==> config.mk <==
export PLATFORM = sky130hd
export DESIGN_NAME = serial_transmit
export DESIGN_NICKNAME = d
export VERILOG_FILES = /design/src/rtl/serial_transmit.sv
export SDC_FILE = /design/constraint.sdc
export NUM_CORES = 1
export LEC_CHECK = 0
export BUFFER_PORTS_ARGS = -buffer_cell sky130_fd_sc_hd__buf_2
export CAP_MARGIN = 0
export CORE_UTILIZATION = 63
export DETAILED_ROUTE_END_ITERATION = 12
export PLACE_DENSITY_LB_ADDON = 0.08
export SETUP_SLACK_MARGIN = 0.3
export SYNTH_ARGS = -nofsm -noshare
export SYNTH_HDL_FRONTEND = slang
export SYNTH_SLANG_ARGS = --single-unit
==> constraint.sdc <==
create_clock -name clk -period 5.2 [get_ports clk]
set_input_delay 0.52 -clock clk [delete_from_list [all_inputs] [get_ports clk]]
set_output_delay 0.52 -clock clk [all_outputs]
set_load 0.05 [all_outputs]
==> src/rtl/serial_transmit.sv <==
// Byte-wide FIFO feeding a one-bit-per-clock frame serialiser.
// Frame on txd: start 0, eight data bits MSB first, stop 0, then IDLE_BITS ones.
module serial_transmit #(
    parameter int FIFO_DEPTH = 4,
    parameter int IDLE_BITS  = 1
) (
    input  logic       clk,
    input  logic       rst,
    input  logic [7:0] data_in,
    input  logic       data_valid,
    output logic       data_ready,
    output logic       txd,
    output logic       busy,
    output logic       frame_done
);

    localparam int AW       = (FIFO_DEPTH > 1) ? $clog2(FIFO_DEPTH) : 1;
    localparam int CW       = AW + 1;
    localparam int GW       = (IDLE_BITS > 1) ? $clog2(IDLE_BITS) : 1;
    localparam int GAP_LAST = (IDLE_BITS > 0) ? IDLE_BITS - 1 : 0;

    typedef enum logic [2:0] {
        S_IDLE,
        S_START,
        S_DATA,
        S_STOP,
        S_GAP
    } state_t;

    logic [7:0]    mem [FIFO_DEPTH];
    logic [AW-1:0] wr_ptr;
    logic [AW-1:0] rd_ptr;
    logic [CW-1:0] count;
    logic          push;
    logic          pop;
    logic          empty;
    logic [7:0]    head;

    state_t        state;
    state_t        state_n;
    logic          txd_n;
    logic          fd_n;
    logic [7:0]    shift;
    logic [7:0]    shift_n;
    logic [2:0]    bit_cnt;
    logic [2:0]    bit_n;
    logic [GW-1:0] gap_cnt;
    logic [GW-1:0] gap_n;
    logic          frame_end;

    assign data_ready = (count < CW'(FIFO_DEPTH));
    assign empty      = (count == '0);
    assign push       = data_valid && data_ready;
    assign head       = mem[rd_ptr];
    assign busy       = (state != S_IDLE) || !empty;

    always_ff @(posedge clk) begin
        if (push) begin
            mem[wr_ptr] <= data_in;
        end
    end

    // Pointers wrap naturally because the depth is a power of two.
    always_ff @(posedge clk) begin
        if (rst) begin
            wr_ptr <= '0;
            rd_ptr <= '0;
            count  <= '0;
        end else begin
            if (push) begin
                wr_ptr <= wr_ptr + 1'b1;
            end
            if (pop) begin
                rd_ptr <= rd_ptr + 1'b1;
            end
            unique case ({push, pop})
                2'b10:   count <= count + 1'b1;
                2'b01:   count <= count - 1'b1;
                default: count <= count;
            endcase
        end
    end

    always_ff @(posedge clk) begin
        if (rst) begin
            state      <= S_IDLE;
            txd        <= 1'b1;
            frame_done <= 1'b0;
            shift      <= '0;
            bit_cnt    <= '0;
            gap_cnt    <= '0;
        end else begin
            state      <= state_n;
            txd        <= txd_n;
            frame_done <= fd_n;
            shift      <= shift_n;
            bit_cnt    <= bit_n;
            gap_cnt    <= gap_n;
        end
    end

    always_comb begin
        state_n   = state;
        txd_n     = txd;
        fd_n      = 1'b0;
        shift_n   = shift;
        bit_n     = bit_cnt;
        gap_n     = gap_cnt;
        pop       = 1'b0;
        frame_end = 1'b0;

        unique case (state)
            S_IDLE: begin
                frame_end = 1'b1;
            end
            S_START: begin
                state_n = S_DATA;
                txd_n   = shift[7];
                bit_n   = '0;
            end
            S_DATA: begin
                shift_n = {shift[6:0], 1'b0};
                bit_n   = bit_cnt + 1'b1;
                txd_n   = shift[6];
                if (bit_cnt == 3'd7) begin
                    state_n = S_STOP;
                    txd_n   = 1'b0;
                    fd_n    = 1'b1;
                end
            end
            S_STOP: begin
                if (IDLE_BITS > 0) begin
                    state_n = S_GAP;
                    txd_n   = 1'b1;
                    gap_n   = '0;
                end else begin
                    frame_end = 1'b1;
                end
            end
            S_GAP: begin
                txd_n = 1'b1;
                if (gap_cnt == GW'(GAP_LAST)) begin
                    frame_end = 1'b1;
                end else begin
                    gap_n = gap_cnt + 1'b1;
                end
            end
            default: begin
                state_n = S_IDLE;
                txd_n   = 1'b1;
            end
        endcase

        // Any frame boundary either launches the next queued byte or idles.
        if (frame_end) begin
            if (!empty) begin
                pop     = 1'b1;
                shift_n = head;
                txd_n   = 1'b0;
                state_n = S_START;
            end else begin
                state_n = S_IDLE;
                txd_n   = 1'b1;
            end
        end
    end

endmodule

==> impl_metrics.py, run 1 <==
metrics = {
    "logic_synthesis": {
        "yosysSeqAreaShare_pct": 61.80,
        "ys_seq_elements": 57,
        "avgSynthCellArea_um2": 14.60,
        "ys.flop_type": "edfxtp_1",
        "synth.distinct_cells": 37,
        "yosys_warnings": 0,
        "syn_area_um2": 2365,
        "synth_enable_flop_cells": 32,
        "syn_nets": 181,
        "netlist_instances": 162,
        "async_flop_share_pct": 0,
    },
    "clock_tree": {
        "cts_buffers": 9,
        "cts_setup_buffers": 0,
        "htree_levels": 3,
        "insertion_delay_ps": 320,
        "hold_buffers": 0,
        "clockRootBuffer": "clkbuf_8",
        "clk_pin_slew_ps": 70,
        "cts_resized": 0,
        "cts_tree": "built",
        "cts_buffer_depth": 2,
        "numClockSinks": 57,
    },
    "sta": {
        "timing.final.max_slew_violations": 0,
        "fin_crit_ps": 2232,
        "max_slew_margin_pct": 69.07,
        "fmax_mhz": 448.0,
        "final_hold_viol_count": 0,
        "tightest_slew_ps": 463.3,
        "fin_tns_setup_ps": 0,
        "fin_ws_ps": 2968,
        "fin_skew_ps": 5.952,
        "setup_viol": 0,
        "min_period_over_period_pct": 42.93,
        "rsz0062_at_grt": "no",
    },
    "power_and_ir_drop": {
        "leakage_nw": 0.9688,
        "peakVddDrop_v": 0.0004110,
        "power.density_nw_per_um2": 537.7,
    },
    "outcome": {
        "status": "finished, final reports clean",
    },
    "grt": {
        "grt_pass1_wl_um": 6127,
        "grt_pass1_vias": 1322,
        "overflow": 0,
        "grt.total_usage_pct": 21.60,
        "grt_start_max_net_pins": 20,
        "antenna_found_initial": 0,
    },
    "place": {
        "pre_cts_ws_ps": 3010,
        "dp_hpwl_um": 2494,
        "gp_congestion": 0.7837,
        "port_buffers": 14,
    },
    "worst_setup_path": {
        "path_cells": "or3_4 > or4_1 > buf_2",
        "cp.arrival_ps": 1710,
        "r2r_setup_slack_ps": 3000,
        "critPathSlowestCell": "or4_1",
        "required_ps": 4680,
        "worstSetupPathType": "flip-flop to output port",
        "cp-end-kind": "output port",
        "crit_path_max_incr_delay_ps": 420,
        "cp-start-kind": "flip-flop",
        "crit_fanout": 3,
    },
    "cells_and_area": {
        "syn2layout_area_growth_pct": 11.80,
        "final_util_pct": 76.23,
        "drive_gt1_share_pct": 19.46,
        "multi_input_area_um2": 825.8,
        "nNetsFinal": 199,
        "fill_cells": 222,
        "final_cell_mix": "edfxtp_1 (32), dfxtp_1 (25), nor2_1 (14), buf_2 (14)",
        "layout_commonest_cell": "edfxtp_1",
        "insertedDiodeCount": 0,
        "regArea_um2": 1461,
    },
    "die": {
        "die_x_um": 63.27,
        "die_area_um2": 4002,
        "die_h_um": 63.27,
        "initial_core_util_pct": 68.18,
        "rows": 21,
        "design.portCount": 15,
        "coreArea_um2": 3468,
    },
    "detailed_routing": {
        "avgRoutedWirePerCell_um": 15.78,
        "num_vias": 1292,
        "firstDrtPassIters": 4,
        "ant_nets": 0,
        "first_iter_violations": 89,
        "via_per_inst": 5.593,
        "drc": 0,
        "routed_wl_um": 3646,
    },
    "hold_path": {
        "hold_class": "input port to flip-flop",
    },
    "run": {
        "max_cap_violations": 0,
    },
}
## worst max-delay path: cells and delay by family, from the launching register on
kind / cells / cell delay (ps)
flip-flops: 1 / 330
buffers and inverters: 1 / 230
AND/OR/NAND/NOR: 2 / 830
## metal layers
metal / track usage, % / vias to the layer above / wire length [µm] / share of wire, %
met5: 0 / - / 0 / 0
met4: 7.670 / 0 / 46 / 1.3
met3: 7.609 / 7 / 145 / 4.0
met2: 36.56 / 26 / 1841 / 50
met1: 25.41 / 620 / 1612 / 44
li1: - / 639 / - / -
## cell type report
cell class	instances	share of cell area (%)
Multi-Input combinational cell	89	31.24
Tap cell	46	2.177
Sequential cell	57	55.28
Clock buffer	9	4.685
Inverter	9	1.278
Timing Repair Buffer	14	2.650
Clock inverter	7	2.698
## where the power goes
group          switching, mW  internal [mW]  leakage, nW
clock network          0.177          0.220       0.0929
registers             0.0701          0.559        0.498
logic                  0.224          0.171        0.378
total                  0.471          0.950        0.969
## sequential cells by signal (all words and copies together) (netlist names), named ones only
signal / count
mem: 32
shift: 8
bit_cnt: 3
count: 3
state: 3
rd_ptr: 2
wr_ptr: 2
frame_done: 1
txd: 1
## Yosys cell counts (4+ instances only)
library cell  number  area [µm²]
a21oi_1            6       30.03
and2_1             4       25.02
dfxtp_1           25       500.5
edfxtp_1          32       960.9
ha_1               7       87.58
inv_1              9       33.78
mux2i_1            8       80.08
mux4_1             7       183.9
nor2_1            14       52.55
nor2b_1            4       25.02
o2bb2ai_1          7       61.31
xor2_1             4       35.03
## cell families after synthesis
family / synth area share, %
AOI/OAI and AO/OA: 6.297
muxes: 12.12
adders and majority gates: 4.550
xor gates and xnor gates: 2.222
buffers and inverters: 3.280
DFF: 61.80
and+or+nand+nor: 9.735
## path summary, 6_finish.rpt
kind / start / endpoint / depth (start not counted)
worst max register to register: state[1] / count[2] / 9
worst min-delay path: data_in[6] / mem[1][6] / 1
worst min register to register: bit_cnt[1] / bit_cnt[1] / 2
worst max-delay path: count[0] / busy / 3
## per-stage QoR
| stage | power, mW | instance area [µm²] | hold WS, ps | std cells |
|---|---|---|---|---|
| after global placement | 1.014 | 2449 | 495.6 | 215 |
| after detailed placement | 1.033 | 2449 | 505.6 | 215 |
| after global routing | 1.503 | 2644 | 393.7 | 231 |
| final | 1.422 | 2644 | 402.7 | 231 |
| after CTS | 1.429 | 2644 | 387.3 | 231 |
| after floorplan | 0.9618 | 2365 | 474.0 | 162 |
Note: power is estimated with default switching activity, not from simulation.
==> run 2: changes to the inputs <==
CORE_UTILIZATION = 53   (was 63)
clock period = 1.9 ns   (was 5.2 ns; I/O delays follow)
==> impl_metrics.py, run 2 (same netlist as run 1, synthesis figures left out) <==
metrics = {
    "power_and_ir_drop": {
        "power.density_nw_per_um2": 1534,
        "peakVddDrop_v": 0.0007971,
        "power.total_mw": 4.233,
        "leakage_nw": 1.021,
    },
    "die": {
        "initial_core_util_pct": 57.07,
        "coreArea_um2": 4144,
        "die_h_um": 68.80,
        "die_area_um2": 4733,
        "die_x_um": 68.80,
        "rows": 23,
        "design.portCount": 15,
    },
    "clock_tree": {
        "htree_levels": 3,
        "cts_tree": "built",
        "clockRootBuffer": "clkbuf_8",
        "numClockSinks": 57,
        "cts_buffer_depth": 2,
        "clk_pin_slew_ps": 60,
        "cts_buffers": 9,
        "insertion_delay_ps": 330,
    },
    "sta": {
        "tightest_slew_ps": 478.2,
        "min_period_over_period_pct": 98.69,
        "final_hold_viol_count": 0,
        "setup_viol": 0,
        "max_slew_margin_pct": 68.07,
        "fin_crit_ps": 1875,
        "fin_skew_ps": 9.196,
        "fin_ws_ps": 24.98,
        "rsz0062_at_grt": "yes",
        "timing.final.max_slew_violations": 0,
        "hold_slack_ps": 80.38,
        "fin_tns_setup_ps": 0,
        "fmax_mhz": 533.3,
    },
    "detailed_routing": {
        "num_vias": 1321,
        "first_iter_violations": 71,
        "drc": 0,
        "routed_wl_um": 3841,
        "via_per_inst": 5.459,
        "firstDrtPassIters": 4,
        "avgRoutedWirePerCell_um": 15.87,
        "ant_nets": 0,
    },
    "place": {
        "dp_cells": 223,
        "pre_cts_ws_ps": 58.65,
        "dp_hpwl_um": 2560,
        "port_buffers": 14,
        "gp_congestion": 0.7383,
        "place_area_um2": 2507,
    },
    "grt": {
        "grt_start_max_net_pins": 20,
        "grt_pass1_vias": 1312,
        "overflow": 0,
        "grt_pass1_wl_um": 6230,
        "grt.total_usage_pct": 19.55,
        "antenna_found_initial": 0,
    },
    "worst_setup_path": {
        "worstSetupPathType": "flip-flop to flip-flop",
        "required_ps": 2150,
        "cp.arrival_ps": 2130,
        "crit_fanout": 5,
        "cp-start-kind": "flip-flop",
        "cp-end-kind": "flip-flop",
    },
    "cells_and_area": {
        "fin_cells": 242,
        "top_register": "mem",
        "syn2layout_area_growth_pct": 16.67,
        "final_cell_mix": "edfxtp_1 (32), dfxtp_1 (22), buf_2 (13)",
        "top_regs": "mem x32, shift x8",
        "largest_reg_flops": 32,
        "final_area_um2": 2759,
        "nNetsFinal": 206,
        "insertedDiodeCount": 0,
        "drive_gt1_share_pct": 28.13,
        "final_util_pct": 66.58,
        "layout_commonest_cell": "edfxtp_1",
    },
    "outcome": {
        "status": "finished, final reports clean",
    },
    "run": {
        "max_cap_violations": 0,
    },
    "hold_path": {
        "hold_class": "input port to flip-flop",
    },
}
run 2: cell count changes in the layout (fill, tap and decap cells not counted), moves of 2 or more:
cell and change:
dfxtp_1 -3, buf_4 +7, dfxtp_2 +3, a21oi_2 +2, clkinv_2 +2, nor2_1 -2, clkinv_4 -2, inv_1 -2
inv_2 +2, a21oi_1 -2
run 2: path summary, 6_finish.rpt:
path	startpoint	endpoint	slack, ps	cells past startpoint
worst max-delay path	count[2]	count[2]	20	9
worst min-delay path	data_in[5]	mem[2][5]	80	1
worst max register to register	count[2]	count[2]	20	9
worst min register to register	count[0]	count[0]	520	2
run 2: power by group:
group | leakage (nW) | internal (mW) | switching [mW]
combinational | 0.416 | 0.636 | 0.733
sequential | 0.499 | 1.54 | 0.143
clock | 0.106 | 0.731 | 0.455
run 2: repair_timing:
| action | CTS | global route |
|---|---|---|
| pin swaps | 1 | 1 |
| resized for setup | 3 | 4 |
| hold buffers | 0 | 0 |
| buffers inserted | 2 | 1 |
| gates cloned | 0 | 0 |
| endpoints found under the setup margin | 3 | 3 |
run 2: final cells by class:
class / count / area [µm²]
well taps: 50 / 62.56
clock inverters: 6 / 82.58
flip-flops and latches: 57 / 1465
clock buffers: 10 / 127.6
multi-input cells: 89 / 858.3
inverters: 9 / 33.78
repair buffers: 21 / 128.9
fillers: 303 / 1385
run 2: worst max-delay path, cell delays in order, from the launching register on:
cell and delay (ps):
dfxtp_1 390, or3_4 170, nand2_4 50, inv_2 70, ha_4 120, inv_2 40
fa_2 340, xor2_1 160, or3_1 340, a21oi_2 130
run 2: routing by layer:
metal / global-route usage [%] / share of wire, % / vias up
li1: - / - / 645
met1: 23.90 / 46 / 641
met2: 31.00 / 50 / 29
met3: 7.237 / 3.4 / 6
met4: 8.673 / 0.99 / 0
met5: 0 / 0 / -
